File: src/rtl/sar_code_capture.sv
`default_nettype none
// ============================================================================
// Module   : sar_code_capture
// Brief    : Frames SAR sequencer phases into 6-bit codes and queues them in a
//            2-entry valid/ready buffer with sticky flags and a push counter.
//            Optional SAR_CODE_AVG4_EN: push the truncating mean of 4 frames.
// Revision : 1.0 - initial release
// ============================================================================
module sar_code_capture #(
    parameter bit VCOMP_INV = 1'b0,
    parameter int CNT_W     = 8
) (
    input  logic             CLK,
    input  logic             RESET,
    input  logic [4:0]       OUTEN,
    input  logic             SAR_RESET,
    input  logic             VCOMP,
    input  logic             CLR_FLAGS,
    output logic [5:0]       DOUT,
    output logic             DOUT_VALID,
    input  logic             DOUT_READY,
    output logic             SEQ_ERR,
    output logic             OVF,
    output logic [CNT_W-1:0] FRAME_CNT
);

    localparam logic [1:0]       c_ST_IDLE  = 2'd0;
    localparam logic [1:0]       c_ST_ARMED = 2'd1;
    localparam logic [1:0]       c_ST_CONV  = 2'd2;
    localparam logic [4:0]       c_OUTEN_B5 = 5'b10000;
    localparam logic [CNT_W-1:0] c_CNT_ONE  = {{(CNT_W-1){1'b0}}, 1'b1};

    logic [1:0]       r_state;
    logic [1:0]       w_state_nxt;
    logic [2:0]       r_k;
    logic [2:0]       w_k_nxt;
    logic [5:0]       r_code;
    logic             w_bit;
    logic [4:0]       w_exp_outen;
    logic             w_conv_ok;
    logic             w_capture;
    logic [2:0]       w_cap_idx;
    logic             w_frame_done;
    logic             w_err_evt;
    logic [5:0]       w_code_full;
    logic             w_push;
    logic [5:0]       w_push_data;
    logic [5:0]       r_head;
    logic [5:0]       r_tail;
    logic [1:0]       r_count;
    logic             w_pop;
    logic             w_full;
    logic             w_push_ok;
    logic             w_drop;
    logic             r_seq_err;
    logic             r_ovf;
    logic [CNT_W-1:0] r_frame_cnt;

    assign w_bit       = VCOMP ^ VCOMP_INV;
    assign w_code_full = {r_code[5:1], w_bit};

    always_comb begin
        w_exp_outen = 5'b00000;
        if (r_k != 3'd0) begin
            w_exp_outen = 5'b00001 << (r_k - 3'd1);
        end
    end

    assign w_conv_ok = !SAR_RESET && (OUTEN == w_exp_outen);

    // ARMED doubles as the B5 decision phase, so CONV runs with k = 4..0.
    always_ff @(posedge CLK) begin
        if (RESET) begin
            r_state <= c_ST_IDLE;
            r_k     <= 3'd0;
            r_code  <= 6'd0;
        end else begin
            r_state <= w_state_nxt;
            r_k     <= w_k_nxt;
            if (w_capture) begin
                r_code[w_cap_idx] <= w_bit;
            end
        end
    end

    always_comb begin
        w_state_nxt = r_state;
        w_k_nxt     = r_k;
        case (r_state)
            c_ST_IDLE: begin
                if (SAR_RESET) begin
                    w_state_nxt = c_ST_ARMED;
                end
            end
            c_ST_ARMED: begin
                if (!SAR_RESET) begin
                    if (OUTEN == c_OUTEN_B5) begin
                        w_state_nxt = c_ST_CONV;
                        w_k_nxt     = 3'd4;
                    end else begin
                        w_state_nxt = c_ST_IDLE;
                    end
                end
            end
            c_ST_CONV: begin
                if (w_conv_ok) begin
                    if (r_k == 3'd0) begin
                        w_state_nxt = c_ST_IDLE;
                    end else begin
                        w_k_nxt = r_k - 3'd1;
                    end
                end else if (SAR_RESET) begin
                    w_state_nxt = c_ST_ARMED;
                end else begin
                    w_state_nxt = c_ST_IDLE;
                end
            end
            default: begin
                w_state_nxt = c_ST_IDLE;
            end
        endcase
    end

    always_comb begin
        w_capture    = 1'b0;
        w_cap_idx    = 3'd0;
        w_frame_done = 1'b0;
        w_err_evt    = 1'b0;
        case (r_state)
            c_ST_ARMED: begin
                if (!SAR_RESET) begin
                    if (OUTEN == c_OUTEN_B5) begin
                        w_capture = 1'b1;
                        w_cap_idx = 3'd5;
                    end else begin
                        w_err_evt = 1'b1;
                    end
                end
            end
            c_ST_CONV: begin
                if (w_conv_ok) begin
                    w_capture    = 1'b1;
                    w_cap_idx    = r_k;
                    w_frame_done = (r_k == 3'd0);
                end else begin
                    w_err_evt = 1'b1;
                end
            end
            default: begin
                w_capture = 1'b0;
            end
        endcase
    end

`ifdef SAR_CODE_AVG4_EN
    logic [7:0] r_acc;
    logic [1:0] r_avg_cnt;
    logic [7:0] w_sum;

    assign w_sum       = r_acc + {2'b00, w_code_full};
    assign w_push      = w_frame_done && (r_avg_cnt == 2'd3);
    assign w_push_data = w_sum[7:2];

    always_ff @(posedge CLK) begin
        if (RESET || w_err_evt) begin
            r_acc     <= 8'd0;
            r_avg_cnt <= 2'd0;
        end else if (w_frame_done) begin
            if (r_avg_cnt == 2'd3) begin
                r_acc     <= 8'd0;
                r_avg_cnt <= 2'd0;
            end else begin
                r_acc     <= w_sum;
                r_avg_cnt <= r_avg_cnt + 2'd1;
            end
        end
    end
`else
    assign w_push      = w_frame_done;
    assign w_push_data = w_code_full;
`endif

    assign w_pop     = DOUT_VALID && DOUT_READY;
    assign w_full    = (r_count == 2'd2);
    assign w_push_ok = w_push && (!w_full || w_pop);
    assign w_drop    = w_push && w_full && !w_pop;

    // Head register is DOUT; a pop on a full buffer promotes the tail.
    always_ff @(posedge CLK) begin
        if (RESET) begin
            r_head  <= 6'd0;
            r_tail  <= 6'd0;
            r_count <= 2'd0;
        end else begin
            case (r_count)
                2'd0: begin
                    if (w_push) begin
                        r_head  <= w_push_data;
                        r_count <= 2'd1;
                    end
                end
                2'd1: begin
                    if (w_push && w_pop) begin
                        r_head <= w_push_data;
                    end else if (w_push) begin
                        r_tail  <= w_push_data;
                        r_count <= 2'd2;
                    end else if (w_pop) begin
                        r_count <= 2'd0;
                    end
                end
                2'd2: begin
                    if (w_pop) begin
                        r_head <= r_tail;
                        if (w_push) begin
                            r_tail <= w_push_data;
                        end else begin
                            r_count <= 2'd1;
                        end
                    end
                end
                default: begin
                    r_count <= 2'd0;
                end
            endcase
        end
    end

    always_ff @(posedge CLK) begin
        if (RESET) begin
            r_seq_err   <= 1'b0;
            r_ovf       <= 1'b0;
            r_frame_cnt <= '0;
        end else begin
            if (w_err_evt) begin
                r_seq_err <= 1'b1;
            end else if (CLR_FLAGS) begin
                r_seq_err <= 1'b0;
            end
            if (w_drop) begin
                r_ovf <= 1'b1;
            end else if (CLR_FLAGS) begin
                r_ovf <= 1'b0;
            end
            if (w_push_ok) begin
                r_frame_cnt <= r_frame_cnt + c_CNT_ONE;
            end
        end
    end

    assign DOUT       = r_head;
    assign DOUT_VALID = (r_count != 2'd0);
    assign SEQ_ERR    = r_seq_err;
    assign OVF        = r_ovf;
    assign FRAME_CNT  = r_frame_cnt;

endmodule
`default_nettype wire

File: config.mk
export PLATFORM = sky130hd
export DESIGN_NAME = sar_code_capture
export DESIGN_NICKNAME = d
export VERILOG_FILES = /design/src/rtl/sar_code_capture.sv
export SDC_FILE = /design/constraint.sdc
export NUM_CORES = 1
export LEC_CHECK = 0
export CAP_MARGIN = 20
export CORE_ASPECT_RATIO = 1.2
export CORE_MARGIN = 2
export CORE_UTILIZATION = 45
export DETAILED_ROUTE_END_ITERATION = 10
export PLACE_DENSITY = 0.7
export SKIP_CTS_REPAIR_TIMING = 1
export SLEW_MARGIN = 20
export SYNTH_ARGS = -nofsm -noshare
export SYNTH_HDL_FRONTEND = slang
export SYNTH_SLANG_ARGS = --single-unit
export TNS_END_PERCENT = 100
File: constraint.sdc
create_clock -name CLK -period 2.2 [get_ports CLK]
set_input_delay 0.44 -clock CLK [delete_from_list [all_inputs] [get_ports CLK]]
set_output_delay 0.44 -clock CLK [all_outputs]
set_load 0.05 [all_outputs]
==> flow_metrics.tcl, run 1 <==
set metrics [dict create \
    globalRouteOverflowTotal 0 \
    nets 331 \
    rsz0062_at_grt "true" \
    max-vdd-ir-drop_v 0.000618 \
    finalSetupTns_ns -2.01 \
    rows 26 \
    cts_made_buffers 5 \
    p_leak_nw 1.16 \
    finalCritPeriodShare_pct 106 \
    swShare_pct 24.5 \
    muxShareOfSynthArea_pct 4.41 \
    grt_pass1_vias 2016 \
    violations "negative setup slack" \
    arrival_ns 2.56 \
    yosysWarningCount 0 \
    cts_max_level 2 \
    worst_pin_slew_ns 0.502 \
    drv_cap 0 \
    clock_sinks 34 \
    synthesis.nets 260 \
    hold_viol_final 0 \
    clk_latency_ns 0.29 \
    grt_max_degree 41 \
    synth_compound_area_share_pct 21.6 \
    required_ns 2.43 \
    powerDensity_nw_per_um2 481 \
    area_growth_pct 51.6 \
    place_congestion 0.835 \
    synth_cell_types 52 \
    cp_max_fo 6 \
    synth_edf_count 0 \
    vias 2110 \
    syn_inst 239 \
    critPathLaunchType "flop" \
    intPower_w 0.00112 \
    slew_headroom_pct 66.4 \
    final.setup.worst_slack_ns -0.129 \
    multi_input_area_sq_um 1490 \
    grt_usage_pct 23.0 \
    fp.dieW_microns 65.5 \
    avgRoutedWirePerCell_microns 15.4 \
    synth_flop_cell "dfxtp_1" \
    ios 28 \
    cp-end-kind "flop" \
    dp_slack_ns -0.361 \
    fmax_mhz 429 \
    netlist_area_sq_um 2040 \
    wl_microns 5660 \
    switchingPower_w 0.000364 \
    synth_top_family_by_area "simple AND/OR/NAND/NOR gates" \
    synth_area_per_cell_sq_um 8.54 \
    viasPerCell 5.75 \
    regArea_sq_um 688 \
    slew_violations 0 \
    status "complete, but fails checks" \
    p_comb_share_pct 13.8 \
    antenna_cells 0 \
    core_sq_um 4290 \
    pwr-share-clk_pct 44.0 \
    critical_path_class "reg2reg" \
    grt_antenna_before_repair 0 \
    synth-xor-area-share_pct 1.72 \
    die_area_sq_um 5090 \
    fin_crit_ns 2.33 \
    dp.cells 355 \
    nFillCells 328 \
    dp_hpwl_microns 4120 \
    ant_nets 0 \
    startpoint "r_k[1]" \
    root_buffer "clkbuf_8" \
    drc 0 \
    cts_tree "yes" \
    initial_core_util_pct 47.5 \
    reg2regPathDepth 9 \
    pwr-share-seq_pct 42.2 \
    ys_ff_latch 34 \
    rrSetupSlack_ns -0.13 \
    crit_end "FRAME_CNT[6]" \
    synthAdderAreaFrac_pct 6.13 \
    setup_viol 30 \
    r2r_start "r_k[1]" \
    drtPass1Iterations 5 \
    clock_skew_ns 0.00372 \
    r2r_end "FRAME_CNT[6]" \
    grt_pass1_wl_microns 9110 \
    die_y_microns 77.8 \
    synth-simple-area-share_pct 29.2 \
    hold_path_class "reg2reg" \
    io_buffers 27 \
    ys_seq_area_share_pct 33.4 \
    synthArstFlopShare_pct 0 \
    drt_iter0_drc 76 \
    clkTransAtPathRegs_ns 0.07 \
    drive_gt1_share_pct 34.1 \
    clk_path_buf_depth 2 \
    final_cell_count_no_fill 367 \
]
[per-stage QoR]
stage	hold slack, ns	power, W	utilization [%]	instance area [sq um]
floorplan	0.451	0.000751	-	2150
global placement	0.458	0.000820	65.0	2790
detailed placement	0.464	0.000827	65.0	2790
CTS	0.479	0.00148	68.1	2920
global route	0.496	0.00154	72.0	3090
finish	0.480	0.00149	72.0	3090
[critical path: stages (launching register included)]
cell	delay, ns
dfxtp_4	0.39
inv_6	0.05
ha_4	0.17
or4b_4	0.54
nand3_4	0.10
o2111a_2	0.28
buf_6	0.13
nand2_4	0.06
or4_4	0.42
a21oi_2	0.13
[worst min path at each step]
stage	start	end	depth (start not counted)
2_1_floorplan	r_code[2]	r_code[2]	2
3_3_place_gp	SEQ_ERR	SEQ_ERR	2
3_5_place_dp	OVF	OVF	2
6_report	SEQ_ERR	SEQ_ERR	2
4_1_cts	OVF	OVF	2
5_1_grt	SEQ_ERR	SEQ_ERR	2
[power by group through the flow]
stage | Clock [W] | Sequential (W) | Combinational [W]
2_1_floorplan | 0 | 0.000644 | 0.000107
5_1_grt | 0.000692 | 0.000628 | 0.000220
3_5_place_dp | 0 | 0.000642 | 0.000185
6_report | 0.000655 | 0.000627 | 0.000205
3_3_place_gp | 0 | 0.000641 | 0.000179
4_1_cts | 0.000665 | 0.000627 | 0.000186
[cell usage after synthesis, types with 2 or more instances]
library cell / instances / area, sq um
dfxtp_1: 34 / 681
nor2_1: 23 / 86.3
a21oi_1: 16 / 80.1
nand3_1: 13 / 65.1
nand2_1: 12 / 45.0
ha_1: 10 / 125
nor3_1: 10 / 50.1
mux2i_1: 9 / 90.1
nand2b_1: 9 / 56.3
clkbuf_1: 8 / 30.0
inv_1: 7 / 26.3
a211oi_1: 5 / 37.5
nand4_1: 5 / 31.3
o21ai_0: 5 / 25.0
o221a_2: 5 / 56.3
o31ai_1: 5 / 37.5
a211o_1: 4 / 35.0
and3_1: 4 / 25.0
and3b_1: 3 / 26.3
nor2b_1: 3 / 18.8
nor3b_1: 3 / 22.5
nor4_1: 3 / 18.8
o41ai_1: 3 / 26.3
a21bo_2: 2 / 20.0
a311oi_1: 2 / 17.5
a31oi_1: 2 / 12.5
buf_2: 2 / 10.0
nor4b_1: 2 / 17.5
o211ai_1: 2 / 15.0
or2_2: 2 / 12.5
or3_1: 2 / 12.5
or4_1: 2 / 15.0
xnor2_1: 2 / 17.5
xor2_1: 2 / 17.5
[metal layers]
layer | GRT usage (%) | wire length (microns)
met1 | 26.9 | 2260
met2 | 40.1 | 3070
met3 | 4.35 | 214
met4 | 10.2 | 108
met5 | 0 | 0
[flip-flops by register name (all words and copies together) (netlist names)]
| name | flops |
|---|---|
| r_count | 2 |
| r_state | 2 |
| FRAME_CNT | 8 |
| SEQ_ERR | 1 |
| OVF | 1 |
| r_k | 3 |
| r_code | 5 |
| DOUT | 6 |
| r_tail | 6 |
[cell type report]
type	instances	area share [%]
clock buffer	6	3.03
clock inverter	2	1.25
inverter	7	1.09
multi-input combinational	187	48.1
sequential	34	22.2
tap	56	2.27
timing repair buffer	75	22.0
[layout by cell type (no fill, tap or decap), drive strengths merged, types with 2 or more instances in the layout]
cell,count
a211o,4
a211oi,5
a21bo,2
a21oi,16
a311oi,2
a31oi,2
and3,4
and3b,3
buf,49
clkbuf,6
clkdlybuf4s50,26
dfxtp,34
ha,10
inv,7
mux2i,9
nand2,13
nand2b,9
nand3,14
nand4,5
nor2,24
nor2b,3
nor3,10
nor3b,3
nor4,4
nor4b,2
o211ai,2
o21ai,6
o221a,5
o31ai,5
o41ai,3
or2,2
or3,2
or4,3
xnor2,2
xor2,2
[logic make-up after synthesis]
logic type                 count (synthesis)
AOI/OAI and AO/OA                         59
and+or+nand+nor                          105
DFF                                       34
xor gates and xnor gates                   4
adders and majority gates                 10
buffers and inverters                     18
muxes                                      9
(Power assumes the default switching activity.)
==> run 2, diff against run 1 <==
--- a/config.mk
+++ b/config.mk
@@ -9,6 +9,7 @@
 export CORE_ASPECT_RATIO = 1.2
 export CORE_MARGIN = 2
 export CORE_UTILIZATION = 45
+export CTS_CLUSTER_DIAMETER = 80
 export DETAILED_ROUTE_END_ITERATION = 10
 export PLACE_DENSITY = 0.7
 export SKIP_CTS_REPAIR_TIMING = 1
==> results of run 2 <==
No change in the layout: final DEF, timing and power equal those of run 1.
==> run 3, diff against run 2 <==
--- a/config.mk
+++ b/config.mk
@@ -11,6 +11,7 @@
 export CORE_UTILIZATION = 45
 export CTS_CLUSTER_DIAMETER = 80
 export DETAILED_ROUTE_END_ITERATION = 10
+export HOLD_SLACK_MARGIN = 0.08
 export PLACE_DENSITY = 0.7
 export SKIP_CTS_REPAIR_TIMING = 1
 export SLEW_MARGIN = 20
==> results of run 3 <==
No change in the layout: final DEF, timing and power equal those of run 1.
